<file path="src/rtl/microsequencer_pkg.sv">
// ============================================================================
// microsequencer_pkg : shared state encodings, branch codes and widths
// Rev 1.0
// ============================================================================
`default_nettype none

package microsequencer_pkg;

  localparam int AW_DEF = 5;
  localparam int DW_DEF = 35;

  typedef enum logic [1:0] {
    ST_IDLE  = 2'd0,
    ST_FETCH = 2'd1,
    ST_EXEC  = 2'd2,
    ST_HALT  = 2'd3
  } useq_state_t;

  localparam logic [1:0] BR_SEQ  = 2'b00;
  localparam logic [1:0] BR_BZ   = 2'b01;
  localparam logic [1:0] BR_BNZ  = 2'b10;
  localparam logic [1:0] BR_DISP = 2'b11;

endpackage

`default_nettype wire

</file>
<file path="src/rtl/microsequencer_if.sv">
// ============================================================================
// microsequencer_if : control-store, controlSignals and status bundle
// Rev 1.0
// ============================================================================
`default_nettype none

interface microsequencer_if
  import microsequencer_pkg::*;
#(
  parameter int AW = AW_DEF,
  parameter int DW = DW_DEF
);

  logic          start;
  logic [AW-1:0] rom_addr;
  logic [DW-1:0] rom_data;
  logic [DW-1:0] romin;
  logic          romin_vld;
  logic [AW-1:0] nxtadd;
  logic [1:0]    br_type;
  logic          z_flag;
  logic [3:0]    opcode;
  logic          stall;
  logic [AW-1:0] upc;
  logic          halted;

  modport master (
    input  start, rom_data, nxtadd, br_type, z_flag, opcode, stall,
    output rom_addr, romin, romin_vld, upc, halted
  );

  modport slave (
    output start, rom_data, nxtadd, br_type, z_flag, opcode, stall,
    input  rom_addr, romin, romin_vld, upc, halted
  );

endinterface

`default_nettype wire

</file>
<file path="src/rtl/microsequencer_next_addr.sv">
// ============================================================================
// useq_next_addr : combinational next micro-PC selection by branch type
// Rev 1.0
// ============================================================================
`default_nettype none

module useq_next_addr
  import microsequencer_pkg::*;
#(
  parameter int            AW        = AW_DEF,
  parameter logic [AW-1:0] DISP_BASE = AW'(16)
) (
  input  wire logic [1:0]    i_br_type,
  input  wire logic          i_z_flag,
  input  wire logic [AW-1:0] i_nxtadd,
  input  wire logic [AW-1:0] i_upc,
  input  wire logic [3:0]    i_opcode,
  output logic      [AW-1:0] o_next
);

  logic [AW-1:0] w_inc;
  logic [AW-1:0] w_disp;

  // Both sums wrap modulo 2**AW by construction of the AW-bit result.
  assign w_inc  = i_upc + AW'(1);
  assign w_disp = DISP_BASE + AW'({1'b0, i_opcode});

  always_comb begin
    o_next = i_nxtadd;
    case (i_br_type)
      BR_SEQ:  o_next = i_nxtadd;
      BR_BZ:   o_next = i_z_flag ? i_nxtadd : w_inc;
      BR_BNZ:  o_next = i_z_flag ? w_inc : i_nxtadd;
      BR_DISP: o_next = w_disp;
      default: o_next = i_nxtadd;
    endcase
  end

endmodule

`default_nettype wire

</file>
<file path="src/rtl/microsequencer.sv">
// ============================================================================
// microsequencer : micro-PC, control-store fetch and FETCH/EXEC sequencing
// Rev 1.0
// ============================================================================
`default_nettype none

module microsequencer
  import microsequencer_pkg::*;
#(
  parameter int            AW         = AW_DEF,
  parameter int            DW         = DW_DEF,
  parameter logic [AW-1:0] RESET_ADDR = AW'(0),
  parameter logic [AW-1:0] HALT_ADDR  = AW'(31),
  parameter logic [AW-1:0] DISP_BASE  = AW'(16)
) (
  input  wire logic         clk,
  input  wire logic         reset,
  microsequencer_if.master  bus
);

  useq_state_t   r_state;
  useq_state_t   w_state_nxt;
  logic [AW-1:0] r_upc;
  logic [AW-1:0] w_upc_nxt;
  logic [DW-1:0] r_romin;
  logic [DW-1:0] w_romin_nxt;
  logic [AW-1:0] w_next;
  logic          w_halt_req;

  useq_next_addr #(
    .AW        (AW),
    .DISP_BASE (DISP_BASE)
  ) u_next_addr (
    .i_br_type (bus.br_type),
    .i_z_flag  (bus.z_flag),
    .i_nxtadd  (bus.nxtadd),
    .i_upc     (r_upc),
    .i_opcode  (bus.opcode),
    .o_next    (w_next)
  );

  assign w_halt_req = (bus.nxtadd == HALT_ADDR) && (bus.br_type == BR_SEQ);

  always_ff @(posedge clk or negedge reset) begin
    if (!reset) begin
      r_state <= ST_IDLE;
      r_upc   <= RESET_ADDR;
      r_romin <= '0;
    end else begin
      r_state <= w_state_nxt;
      r_upc   <= w_upc_nxt;
      r_romin <= w_romin_nxt;
    end
  end

  always_comb begin
    w_state_nxt = r_state;
    w_upc_nxt   = r_upc;
    w_romin_nxt = r_romin;
    case (r_state)
      ST_IDLE: begin
        if (bus.start) w_state_nxt = ST_FETCH;
      end
      ST_FETCH: begin
        w_romin_nxt = bus.rom_data;
        w_state_nxt = ST_EXEC;
      end
      ST_EXEC: begin
        // A stalled EXEC freezes everything, including a pending halt.
        if (!bus.stall) begin
          if (w_halt_req) begin
            w_state_nxt = ST_HALT;
          end else begin
            w_upc_nxt   = w_next;
            w_state_nxt = ST_FETCH;
          end
        end
      end
      ST_HALT: begin
        if (bus.start) begin
          w_upc_nxt   = RESET_ADDR;
          w_state_nxt = ST_FETCH;
        end
      end
      default: w_state_nxt = ST_IDLE;
    endcase
  end

  assign bus.rom_addr  = r_upc;
  assign bus.upc       = r_upc;
  assign bus.romin     = r_romin;
  assign bus.romin_vld = (r_state == ST_EXEC);
  assign bus.halted    = (r_state == ST_HALT);

endmodule

`default_nettype wire

</file>
<file path="src/flat_wrapper.sv">
// flat-port wrapper written by rule: the top's interface ports become plain ports
module microsequencer_flat import microsequencer_pkg::*;
#(
  parameter int            AW         = AW_DEF,
  parameter int            DW         = DW_DEF,
  parameter logic [AW-1:0] RESET_ADDR = AW'(0),
  parameter logic [AW-1:0] HALT_ADDR  = AW'(31),
  parameter logic [AW-1:0] DISP_BASE  = AW'(16)
)
  (clk, reset, bus_start, bus_rom_data, bus_nxtadd, bus_br_type, bus_z_flag, bus_opcode, bus_stall, bus_rom_addr, bus_romin, bus_romin_vld, bus_upc, bus_halted);
  microsequencer_if #(.AW(AW), .DW(DW)) bus_i ();
  input  wire logic clk;
  input  wire logic reset;
  input wire logic [$bits(bus_i.start)-1:0] bus_start;
  input wire logic [$bits(bus_i.rom_data)-1:0] bus_rom_data;
  input wire logic [$bits(bus_i.nxtadd)-1:0] bus_nxtadd;
  input wire logic [$bits(bus_i.br_type)-1:0] bus_br_type;
  input wire logic [$bits(bus_i.z_flag)-1:0] bus_z_flag;
  input wire logic [$bits(bus_i.opcode)-1:0] bus_opcode;
  input wire logic [$bits(bus_i.stall)-1:0] bus_stall;
  output wire logic [$bits(bus_i.rom_addr)-1:0] bus_rom_addr;
  output wire logic [$bits(bus_i.romin)-1:0] bus_romin;
  output wire logic [$bits(bus_i.romin_vld)-1:0] bus_romin_vld;
  output wire logic [$bits(bus_i.upc)-1:0] bus_upc;
  output wire logic [$bits(bus_i.halted)-1:0] bus_halted;
  assign bus_i.start = bus_start;
  assign bus_i.rom_data = bus_rom_data;
  assign bus_i.nxtadd = bus_nxtadd;
  assign bus_i.br_type = bus_br_type;
  assign bus_i.z_flag = bus_z_flag;
  assign bus_i.opcode = bus_opcode;
  assign bus_i.stall = bus_stall;
  assign bus_rom_addr = bus_i.rom_addr;
  assign bus_romin = bus_i.romin;
  assign bus_romin_vld = bus_i.romin_vld;
  assign bus_upc = bus_i.upc;
  assign bus_halted = bus_i.halted;
  microsequencer #(.AW(AW), .DW(DW), .RESET_ADDR(RESET_ADDR), .HALT_ADDR(HALT_ADDR), .DISP_BASE(DISP_BASE)) u_core (.clk(clk), .reset(reset), .bus(bus_i));
endmodule
</file>
<file path="config.mk">
export PLATFORM = sky130hd
export DESIGN_NAME = microsequencer_flat
export DESIGN_NICKNAME = d
export VERILOG_FILES = /design/src/rtl/microsequencer_pkg.sv /design/src/rtl/microsequencer_if.sv /design/src/rtl/microsequencer_next_addr.sv /design/src/rtl/microsequencer.sv /design/src/flat_wrapper.sv
export SDC_FILE = /design/constraint.sdc
export NUM_CORES = 1
export LEC_CHECK = 0
export ABC_CLOCK_PERIOD_IN_PS = 1900
export CORE_MARGIN = 2
export CORE_UTILIZATION = 40
export CTS_CLUSTER_SIZE = 14
export DETAILED_ROUTE_END_ITERATION = 8
export PLACE_DENSITY_LB_ADDON = 0.3
export SLEW_MARGIN = 20
export SYNTH_ARGS = -nofsm -noshare
export SYNTH_HDL_FRONTEND = slang
export SYNTH_SLANG_ARGS = --single-unit
</file>
<file path="constraint.sdc">
create_clock -name clk -period 1.9 [get_ports clk]
set_input_delay 0.285 -clock clk [delete_from_list [all_inputs] [get_ports clk]]
set_output_delay 0.285 -clock clk [all_outputs]
set_load 0.03 [all_outputs]
</file>
==> impl_results.md <==
* Status: finished, final reports clean
* Routability Congestion at 0.838
* R2r endpoint: u_core.bus.rom_addr[0]$_DFFE_PN0P_
* Routed WL per cell at 14.2 um
* Buf/Inv on CP at 1
* Placed cells at 311
* I/O Buffers at 97
* Clock Tree Root: clkbuf_8
* Max incr delay on CP at 750 ps
* RSZ-0062 raised after global routing: no
* Seq cells post-synth at 42
* # DRC at 0
* Fin nets at 308
* Congestion Overflow GR at 0
* Ant. Diodes at 0
* R2r setup slk at 230 ps
* Final WL at 4550 um
* Area Overhead vs Synth at 57.1%
* Ys async rst share at 1.00
* Final Instance Area at 0.00316 mm^2
* Initial core utilization at 0.420
* Layout Utilization at 0.660
* Drt first-iter violations at 28
* CP top delay family: buffers and inverters
* Multi-input gate area at 860 um^2
* CTS Sinks at 42
* Post-synth EDFFs at 0
* Pwr Total at 5.61 mW
* Clock skew at 4.13 ps
* Crit path max-delay cell type: clkdlybuf4s50_1
* CTS Buf Count at 5
* Number of global-route vias before repair at 1,517
* Syn Std Cell Area at 0.00201 mm^2
* VDD IR max at 847 uV
* Die H at 74.9 um
* Share of cells above drive strength 1 at 0.229
* Hold_ws at 507 ps
* Avg Cell Area, Syn at 13.1 um^2
* CP Data Arrival Time at 1550 ps
* Hold Crit Start: u_core.bus.romin[13]$_DFFE_PN0N_
* Final min period at 1840 ps
* Endpoints failing hold at 0
* GRT Util Overall at 0.167
* Worst R2R Start: u_core.r_state[0]$_DFFE_PN0P_
* Reg2Reg Depth at 5
* Setup crit end kind: output pin
* Critical Path Start: u_core.bus.rom_addr[0]$_DFFE_PN0P_
* Filler cells at 384
* Pwr per Cell Area at 1780 mW/mm^2
* Initial antenna violation count at 0
* CORE AREA at 0.00479 mm^2
* Worst min-delay path class: flip-flop to flip-flop
* CP max FO at 9
* CTS Buffer Depth at 2
* Total number of vias at 1,539
* Tcrit/Tclk final at 0.967
* Worst slew margin at 0.627
* Register area share after synthesis at 0.523
* H-tree lvl count at 2
* CTS tree: done
* Yosys cell types at 40
* Die Area at 0.00561 mm^2
* Drt via density at 4.81
* Syn. warnings at 0
* Hold EP: u_core.bus.romin[13]$_DFFE_PN0N_
* First-pass GRT wire length at 7190 um
* TritonRoute pass-1 iters at 4
* Die width at 74.9 um
* Crit path launch type: flip-flop
* Place WS at 43.4 ps
* Final non-filler cell total at 320
* Final worst slack at 62.7 ps
* Worst path required time at 1620 ps
* FMAX at 544 MHz
* Max cap viols at 0
* I/O pin count at 98
* Clk slew on worst S/H paths at 80 ps
* TNS Setup at 0 ps
* Worst hold path depth at 1
* Storage cell area at 0.00105 mm^2
* # Post-CTS Setup Buffers at 0
* Synthesized instance count at 153
* Synthesized Nets at 209
* Largest net degree at the start of global routing at 36
* Final Max Slew Viols at 0
* Pleak at 1.32 nW
* Post-place instance area at 0.00304 mm^2
* Worst skew pair latency at 280 ps
* Num rows at 25
* Worst-Margin Slew at 560 ps
* Critical Path, Cell by Cell: clkdlybuf4s50_1
* DRT antenna net count at 0
* DP HPWL at 3500 um
* Final setup vio count at 0
* Ys flop type: dfrtp_1
* Critical path class: flip-flop to output pin
[metal layers]
layer	vias to the layer above	part of all wire	GRT usage	wire length (um)
met5	-	0	0	0
li1	741	-	-	-
met1	734	0.42	0.215	1910
met4	0	0.014	0.0615	65
met2	57	0.49	0.274	2250
met3	7	0.071	0.0415	321
[sequential cells by signal, summed over array words and instances (netlist names)]
register and count:
u_core.r_state 2, u_core.bus.rom_addr 5, u_core.bus.romin 35
[cell usage in the layout, fill, tap and decap left out, types with 2 or more instances in the layout]
cell	Yosys	layout
o211ai_2	2	2
clkdlybuf4s50_1	0	94
clkbuf_8	0	5
ha_1	5	5
mux2_2	37	37
o221ai_1	3	3
buf_4	7	4
a21oi_1	2	2
nor2_1	9	9
nand2_1	4	4
inv_1	7	7
a22o_1	2	2
dfrtp_1	42	42
dlygate4sd2_1	0	2
nand2b_1	2	2
[worst register-to-register path: stages (launching register included)]
cell	delay, ps
dfrtp_1	430
inv_1	80
ha_1	280
nand4_2	180
o211ai_2	240
mux2_2	350
[where the power goes]
part	internal (mW)	leakage [nW]	switching, mW
clock	0.394	0.0585	0.308
sequential	1.35	0.499	0.277
combinational	1.59	0.767	1.70
[area by class of cell]
cell class / instances / share of cell area
well taps: 67 / 0.0266
clock buffers: 5 / 0.0218
multi-input cells: 93 / 0.272
repair buffers: 103 / 0.324
clock inverters: 3 / 0.0139
flip-flops and latches: 42 / 0.333
inverters: 7 / 0.00832
[synthesized netlist by cell type (2+ instances only)]
cell	number	area, um^2
a21oi_1	2	10.0
a22o_1	2	17.5
buf_2	4	20.0
buf_4	7	52.6
dfrtp_1	42	1050
ha_1	5	62.6
inv_1	7	26.3
mux2_2	37	417
nand2_1	4	15.0
nand2b_1	2	12.5
nor2_1	9	33.8
o211ai_2	2	25.0
o221ai_1	3	26.3
[logic make-up after synthesis]
family / after synthesis / synth area share
buf+inv: 18 / 0.0492
simple gates: 25 / 0.0822
fa+ha+maj: 5 / 0.0311
mux: 38 / 0.213
compound gates: 23 / 0.0928
xor+xnor: 2 / 0.00872
flops: 42 / 0.523
[what timing repair did]
| action | 4_1_cts | 5_1_grt |
|---|---|---|
| hold endpoints to repair | 24 | 0 |
| hold buffers | 1 | 0 |
| setup endpoints to repair | 2 | 0 |
| resized for setup | 2 | 0 |
[how the worst max path moves through the flow]
stage | slack, ps | cells after the start | endpoint
finish | 60 | 1 | bus_rom_addr[0]
global route | 4 | 1 | bus_rom_addr[0]
CTS | 60 | 1 | bus_rom_addr[0]
detailed placement | 40 | 4 | u_core.bus.rom_addr[0]$_DFFE_PN0P_
global placement | 90 | 4 | u_core.bus.rom_addr[0]$_DFFE_PN0P_
floorplan | 90 | 5 | u_core.bus.rom_addr[0]$_DFFE_PN0P_
(Power assumes the default switching activity.)
